`src/rtl/pc_seq_pkg.sv`:
```
// Shared types and helpers for the fetch-stage PC sequencer.
package pc_seq_pkg;

    typedef enum logic [1:0] {
        ST_BOOT = 2'd0,
        ST_RUN  = 2'd1,
        ST_HOLD = 2'd2,
        ST_HALT = 2'd3
    } pc_state_e;

    localparam logic [31:0] PC_INC = 32'd4;

    function automatic logic is_aligned(input logic [31:0] addr);
        return addr[1:0] == 2'b00;
    endfunction

endpackage

```
`src/rtl/pc_adder.sv`:
```
// Existing PC incrementer: next sequential fetch address.
module PCAdder
    import pc_seq_pkg::*;
(
    input  logic [31:0] PCResult,
    output logic [31:0] PCAddResult
);

    assign PCAddResult = PCResult + PC_INC;

endmodule

```
`src/rtl/pc_sequencer.sv`:
```
// Fetch-stage controller: owns the PC, picks sequential/redirect/hold,
// buffers redirects seen during a stall and drives the IF/ID flush.
module pc_sequencer
    import pc_seq_pkg::*;
#(
    parameter logic [31:0] RESET_PC = 32'h0000_0000
) (
    input  logic        Clk,
    input  logic        Reset,
    input  logic        Stall,
    input  logic        Halt,
    input  logic        Jump,
    input  logic [31:0] JumpTarget,
    input  logic        BranchTaken,
    input  logic [31:0] BranchTarget,
    output logic [31:0] PCResult,
    output logic [31:0] PCAddResult,
    output logic        FetchValid,
    output logic        Flush,
    output logic        Misaligned
);

    pc_state_e   state_q, state_d;
    logic [31:0] pc_q, pc_d;
    logic        pend_q, pend_d;
    logic [31:0] pend_tgt_q, pend_tgt_d;
    logic        flush_q, flush_d;
    logic        mis_q, mis_d;

    logic        redir;
    logic [31:0] redir_tgt;
    logic [31:0] pc_add;
    logic        do_apply;
    logic [31:0] apply_tgt;

    PCAdder u_pc_adder (
        .PCResult    (pc_q),
        .PCAddResult (pc_add)
    );

    assign redir     = Jump | BranchTaken;
    assign redir_tgt = Jump ? JumpTarget : BranchTarget;

    always_comb begin
        state_d    = state_q;
        pc_d       = pc_q;
        pend_d     = pend_q;
        pend_tgt_d = pend_tgt_q;
        flush_d    = 1'b0;
        mis_d      = mis_q;
        do_apply   = 1'b0;
        apply_tgt  = 32'h0;

        unique case (state_q)
            ST_BOOT: state_d = ST_RUN;
            ST_RUN, ST_HOLD: begin
                if (Halt) begin
                    state_d = ST_HALT;
                    pend_d  = 1'b0;
                end else if (Stall) begin
                    state_d = ST_HOLD;
                    // Oldest redirect wins; later ones are dropped.
                    if (redir && !pend_q) begin
                        pend_d     = 1'b1;
                        pend_tgt_d = redir_tgt;
                    end
                end else if (pend_q) begin
                    pend_d    = 1'b0;
                    do_apply  = 1'b1;
                    apply_tgt = pend_tgt_q;
                end else if (redir) begin
                    do_apply  = 1'b1;
                    apply_tgt = redir_tgt;
                end else begin
                    state_d = ST_RUN;
                    pc_d    = pc_add;
                end

                if (do_apply) begin
                    if (is_aligned(apply_tgt)) begin
                        state_d = ST_RUN;
                        pc_d    = apply_tgt;
                        flush_d = 1'b1;
                    end else begin
                        state_d = ST_HALT;
                        mis_d   = 1'b1;
                    end
                end
            end
            ST_HALT: state_d = ST_HALT;
            default: state_d = ST_BOOT;
        endcase
    end

    always_ff @(posedge Clk or posedge Reset) begin
        if (Reset) begin
            state_q    <= ST_BOOT;
            pc_q       <= RESET_PC;
            pend_q     <= 1'b0;
            pend_tgt_q <= 32'h0;
            flush_q    <= 1'b0;
            mis_q      <= 1'b0;
        end else begin
            state_q    <= state_d;
            pc_q       <= pc_d;
            pend_q     <= pend_d;
            pend_tgt_q <= pend_tgt_d;
            flush_q    <= flush_d;
            mis_q      <= mis_d;
        end
    end

    assign PCResult    = pc_q;
    assign PCAddResult = pc_add;
    assign FetchValid  = (state_q == ST_RUN) || (state_q == ST_HOLD);
    assign Flush       = flush_q;
    assign Misaligned  = mis_q;

endmodule

```
`config.mk`:
```
export PLATFORM = sky130hd
export DESIGN_NAME = pc_sequencer
export DESIGN_NICKNAME = d
export VERILOG_FILES = /design/src/rtl/pc_seq_pkg.sv /design/src/rtl/pc_adder.sv /design/src/rtl/pc_sequencer.sv
export SDC_FILE = /design/constraint.sdc
export NUM_CORES = 1
export LEC_CHECK = 0
export CORE_ASPECT_RATIO = 1.5
export CORE_MARGIN = 3
export CORE_UTILIZATION = 52
export DETAILED_ROUTE_END_ITERATION = 10
export PLACE_DENSITY_LB_ADDON = 0.1
export SYNTH_ARGS = -nofsm -noshare
export SYNTH_HDL_FRONTEND = slang
export SYNTH_SLANG_ARGS = --single-unit
export TNS_END_PERCENT = 50
```
`constraint.sdc`:
```
create_clock -name Clk -period 7.3 [get_ports Clk]
set_input_delay 1.46 -clock Clk [delete_from_list [all_inputs] [get_ports Clk]]
set_output_delay 1.46 -clock Clk [all_outputs]
set_load 0.01 [all_outputs]
```
; Word-level counts from Yosys, hierarchy flattened
; Index checks and enable logic that the tools add are counted.
[word_totals]
reg_bits = 69
latch_bits = 0
ramBits = 0
mem_bits_ro = 0
out_inout_bits = 67
word_cells = 56
memories = 0
[classes]
n_addsub = 1
mul = 0
n_div = 0
n_lt_le_gt_ge = 0
eq_ne = 6
shifts = 0
n_mux = 30
n_bitwise = 3
reduce_logical = 10
[op_table]
columns = cell, n
row1 = 2-to-1 mux 32 bit, 12
row2 = adder 32 x 3 -> 32 bit (second input constant), 1
row3 = 2-to-1 mux 2 bit, 6
row4 = 2-to-1 mux 1 bit, 11
row5 = != test 5 bit (second input constant), 2
row6 = case mux 2 bit (3 select lines), 1
row7 = == test 2 bit (second input constant), 2
row8 = zero test 2 bit, 2
row9 = AND reduction 2 bit, 2
row10 = AND reduction 4 bit, 1
row11 = != test 3 x 1 -> 1 bit (second input constant), 1
row12 = AND reduction 3 bit, 1
row13 = == test 2 x 1 -> 1 bit (second input constant), 1
row14 = NOT 1 bit, 2
row15 = OR reduction 2 bit, 1
row16 = logical AND 1 bit, 1
row17 = zero test 1 bit, 1
row18 = logical OR 1 bit, 1
row19 = OR 1 bit, 1

; Depth between registers and ports, before layout
[logic_depth]
word_depth = 10
ltp_mapped = 8
ltp_nobuf = 7

; Modules after synthesis
; From an unflattened synthesis, not the netlist that was laid out.
[unflattened]
cells_unflattened = 464
hier_area_um2 = 4267.8
[modules_own_cells]
columns = mod, n_inst, cells_each, area_per_inst_um2, seq_area_each_um2
row1 = pc_sequencer, 1, 387, 3691.0, 1726.7
row2 = PCAdder, 1, 77, 576.8, 0.0

; Worst setup path before layout
; OpenSTA, ideal clock, no wires.
[synth_path]
kind = register -> output
from = register pc_q[2], in the netlist PCResult[2]
to = output PCAddResult[22]
t_arrival_ns = 1.951
setup_slack_ns = 3.889
stages_incl_launch_ff = 7
path_buffers = 1
path_cell_list = dfrtp_1 -> ha_1 -> nand3_1 -> nor3_1 -> clkbuf_1 -> nand4_1 -> xnor2_1
[synth_via]
elab_chain_cells = 1
[synth_lines]
columns = element, line
row1 = from (decl), pc_sequencer.sv:24  ; logic [31:0] pc_q, pc_d;
row2 = from (signal assigned), pc_sequencer.sv:105  ; pc_q <= pc_d;
row3 = adder 32 x 3 -> 32 bit, pc_adder.sv:9  ; assign PCAddResult = PCResult + PC_INC;
row4 = to (decl), pc_sequencer.sv:17  ; output logic [31:0] PCAddResult,
; Every way passes these cells.

; Worst setup path in the final report
[layout_path]
from = register pc_q[12], in the netlist PCResult[12]
to = output PCAddResult[28]
; The elaborated chain is that of the path after synthesis.

==> results_dict.tcl <==
set metrics [dict create \
    finClkSkew_ns 0.00744 \
    cts_inserted_buffers 9 \
    path_clk_slew_ns 0.06 \
    design.die.area_sq_mm 0.0100 \
    num_rows 41 \
    syn-cell-area_sq_mm 0.00460 \
    yosysSeqAreaShare_pct 37.6 \
    start_util_pct 54.0 \
    avgViaCountPerCell 6.25 \
    rsz0062_at_grt "no" \
    globalRouteTotalUtil_pct 29.1 \
    hp-class "reg -> reg" \
    hold_ws_ns 0.486 \
    crit_fanout 9 \
    grt_max_degree 70 \
    final_common_cell "clkdlybuf4s50_1" \
    grt_pass1_wl_um 22300 \
    ys.flop_type "dfrtp_1" \
    layout.cells.non_filler 764 \
    max_slew.worst_pin.slew_ns 1.39 \
    synth_warnings 0 \
    syn_nets 616 \
    worstSetupEndpointType "primary output" \
    cts_buffer_depth 2 \
    setup_viol 0 \
    grt_pass1_vias 4468 \
    syn_inst 543 \
    antenna_found_initial 0 \
    clk_latency_ns 0.33 \
    dp_hpwl_um 10400 \
    wirelength_um 14500 \
    die_width_um 82.8 \
    layout_common_cells "clkdlybuf4s50_1 (135), dfrtp_1 (69), nor2_1 (64)" \
    area_growth_pct 35.8 \
    p_leak_nw 2.46 \
    relSlewSlack_pct 7.15 \
    synth-seq-cells 69 \
    synth_edf_count 0 \
    port_buffers 136 \
    post-cts-setup-buffer-count 0 \
    synth_area_leader_cell "dfrtp_1" \
    crit_type "reg -> out" \
    period_needed_ns 4.57 \
    htree_levels 3 \
    io_pins 137 \
    root_buffer "clkbuf_16" \
    drt_iter0_drc 401 \
    n_antenna_cell 0 \
    synth_area_leaders "dfrtp_1 (38%), mux2i_1 (7.4%), nor2_1 (5.2%)" \
    power_density_mw_per_mm2 379 \
    route.detailed.drc 0 \
    ir_drop_mv 0.234 \
    postRouteAntennaNets 0 \
    routabilityCongestion 0.906 \
    via_count 4777 \
    timing.final.crit_share_pct 62.6 \
    wire_per_inst_um 18.9 \
    max_freq_mhz 219 \
    synth_cell_types 54 \
    required_ns 5.84 \
    synth_top_area_share_pct 37.6 \
    status "completed" \
    drt-pass1-iter-count 6 \
    finalHoldViolations 0 \
    coreArea_sq_mm 0.00852 \
    startpoint_type "flop" \
    final_nets 725 \
    synthArstFlopShare_pct 100 \
    cts_tree "built" \
    slew_viol_final 0 \
    tns_ns 0 \
    ctsHoldBuffers 0 \
    gr-total-overflow 0 \
    syn_avg_cell_area_sq_um 8.47 \
    maxCapViolCount 0 \
    cts_resized 0 \
    cts.sinks 69 \
    final_layout_size_suffix_gt1_share_pct 5.33 \
    dp_cells 748 \
    critPathArrivalTime_ns 3.11 \
    fp.dieH_um 121 \
]
==> through the flow <==
| step | util [%] | setup slack, ns | power [W] | instance area [sq um] |
|---|---|---|---|---|
| after floorplan | - | 3.89 | 0.00137 | 4600 |
| after global placement | 69.9 | 2.89 | 0.00190 | 5950 |
| after detailed placement | 69.9 | 2.73 | 0.00194 | 5950 |
| after CTS | 73.3 | 2.79 | 0.00236 | 6240 |
| after global routing | 73.3 | 2.51 | 0.00251 | 6240 |
| final | 73.3 | 2.73 | 0.00237 | 6240 |
==> cell families (layout without fill, tap and decap cells) <==
| logic type | Yosys count | count (layout) | share of synthesized area, % |
|---|---|---|---|
| AO/OA/AOI/OAI | 162 | 162 | 23.7 |
| XOR/XNOR | 28 | 28 | 5.33 |
| adder cells (fa/ha/maj) | 3 | 3 | 0.816 |
| buffers and inverters | 67 | 181 | 5.93 |
| flip-flops | 69 | 69 | 37.6 |
| multiplexers | 34 | 34 | 7.40 |
| AND/OR/NAND/NOR | 180 | 180 | 19.3 |
==> critical path: stages (launching register included) <==
cell and delay [ns]:
dfrtp_1 0.54, nand3_1 0.25, nor3_1 0.83, and4_1 0.38, xor2_1 0.20, clkdlybuf4s50_1 0.57
==> final timing paths <==
path | depth (start not counted) | to | from | slack (ns)
max in group asynchronous | 3 | PCResult[13] | Reset | 4.97
setup / recovery | 5 | PCAddResult[28] | PCResult[12] | 2.73
setup reg to reg | 7 | PCResult[16] | state_q[0] | 4.13
hold reg to reg | 1 | Misaligned | Misaligned | 0.49
min in group asynchronous | 3 | PCResult[25] | Reset | 1.72
hold / removal | 1 | Misaligned | Misaligned | 0.49
==> final cells by class <==
class,count,area [sq um]
Timing Repair Buffer,142,1400
Clock buffer,13,270
Tap cell,107,134
Sequential cell,69,1730
Fill cell,706,2270
Inverter,23,86.3
Multi-Input combinational cell,407,2610
Clock inverter,3,18.8
==> registers in the layout, indices dropped and copies added (netlist names) <==
name	cells
Misaligned	1
Flush	1
state_q	2
PCResult	32
pend_q	1
pend_tgt_q	32
==> report_power, final <==
part / switching, W / leakage, nW / internal [W] / total (W)
Sequential: 0.000211 / 0.807 / 0.000559 / 0.000770
Clock: 0.000163 / 0.146 / 0.000257 / 0.000420
Combinational: 0.000591 / 1.50 / 0.000585 / 0.00118
Total: 0.000965 / 2.46 / 0.00140 / 0.00237
==> synthesized netlist by cell type, types with 4 or more instances <==
| master | number |
|---|---|
| o2bb2ai_1 | 5 |
| nor2_1 | 64 |
| buf_2 | 5 |
| nor3_1 | 26 |
| mux2i_1 | 34 |
| clkbuf_1 | 32 |
| o21ai_0 | 31 |
| buf_1 | 4 |
| inv_1 | 23 |
| a211o_1 | 6 |
| a22o_1 | 4 |
| a211oi_1 | 5 |
| nand3_1 | 19 |
| nand2b_1 | 4 |
| a22oi_1 | 17 |
| or3_1 | 4 |
| nand4_1 | 12 |
| a21oi_1 | 46 |
| nor4_1 | 4 |
| a221o_1 | 9 |
| o211ai_1 | 5 |
| a221oi_1 | 13 |
| dfrtp_1 | 69 |
| or2_2 | 4 |
| nand2_1 | 24 |
| xnor2_1 | 25 |
==> routing by layer <==
metal  track usage, %  vias up  wire length, um
li1                 -     2214                -
met1             36.2     2274             5680
met2             47.1      245             7230
met3             6.24       44             1060
met4             13.5        0              491
met5                0        -                0
Note: power is estimated with default switching activity, not from simulation.
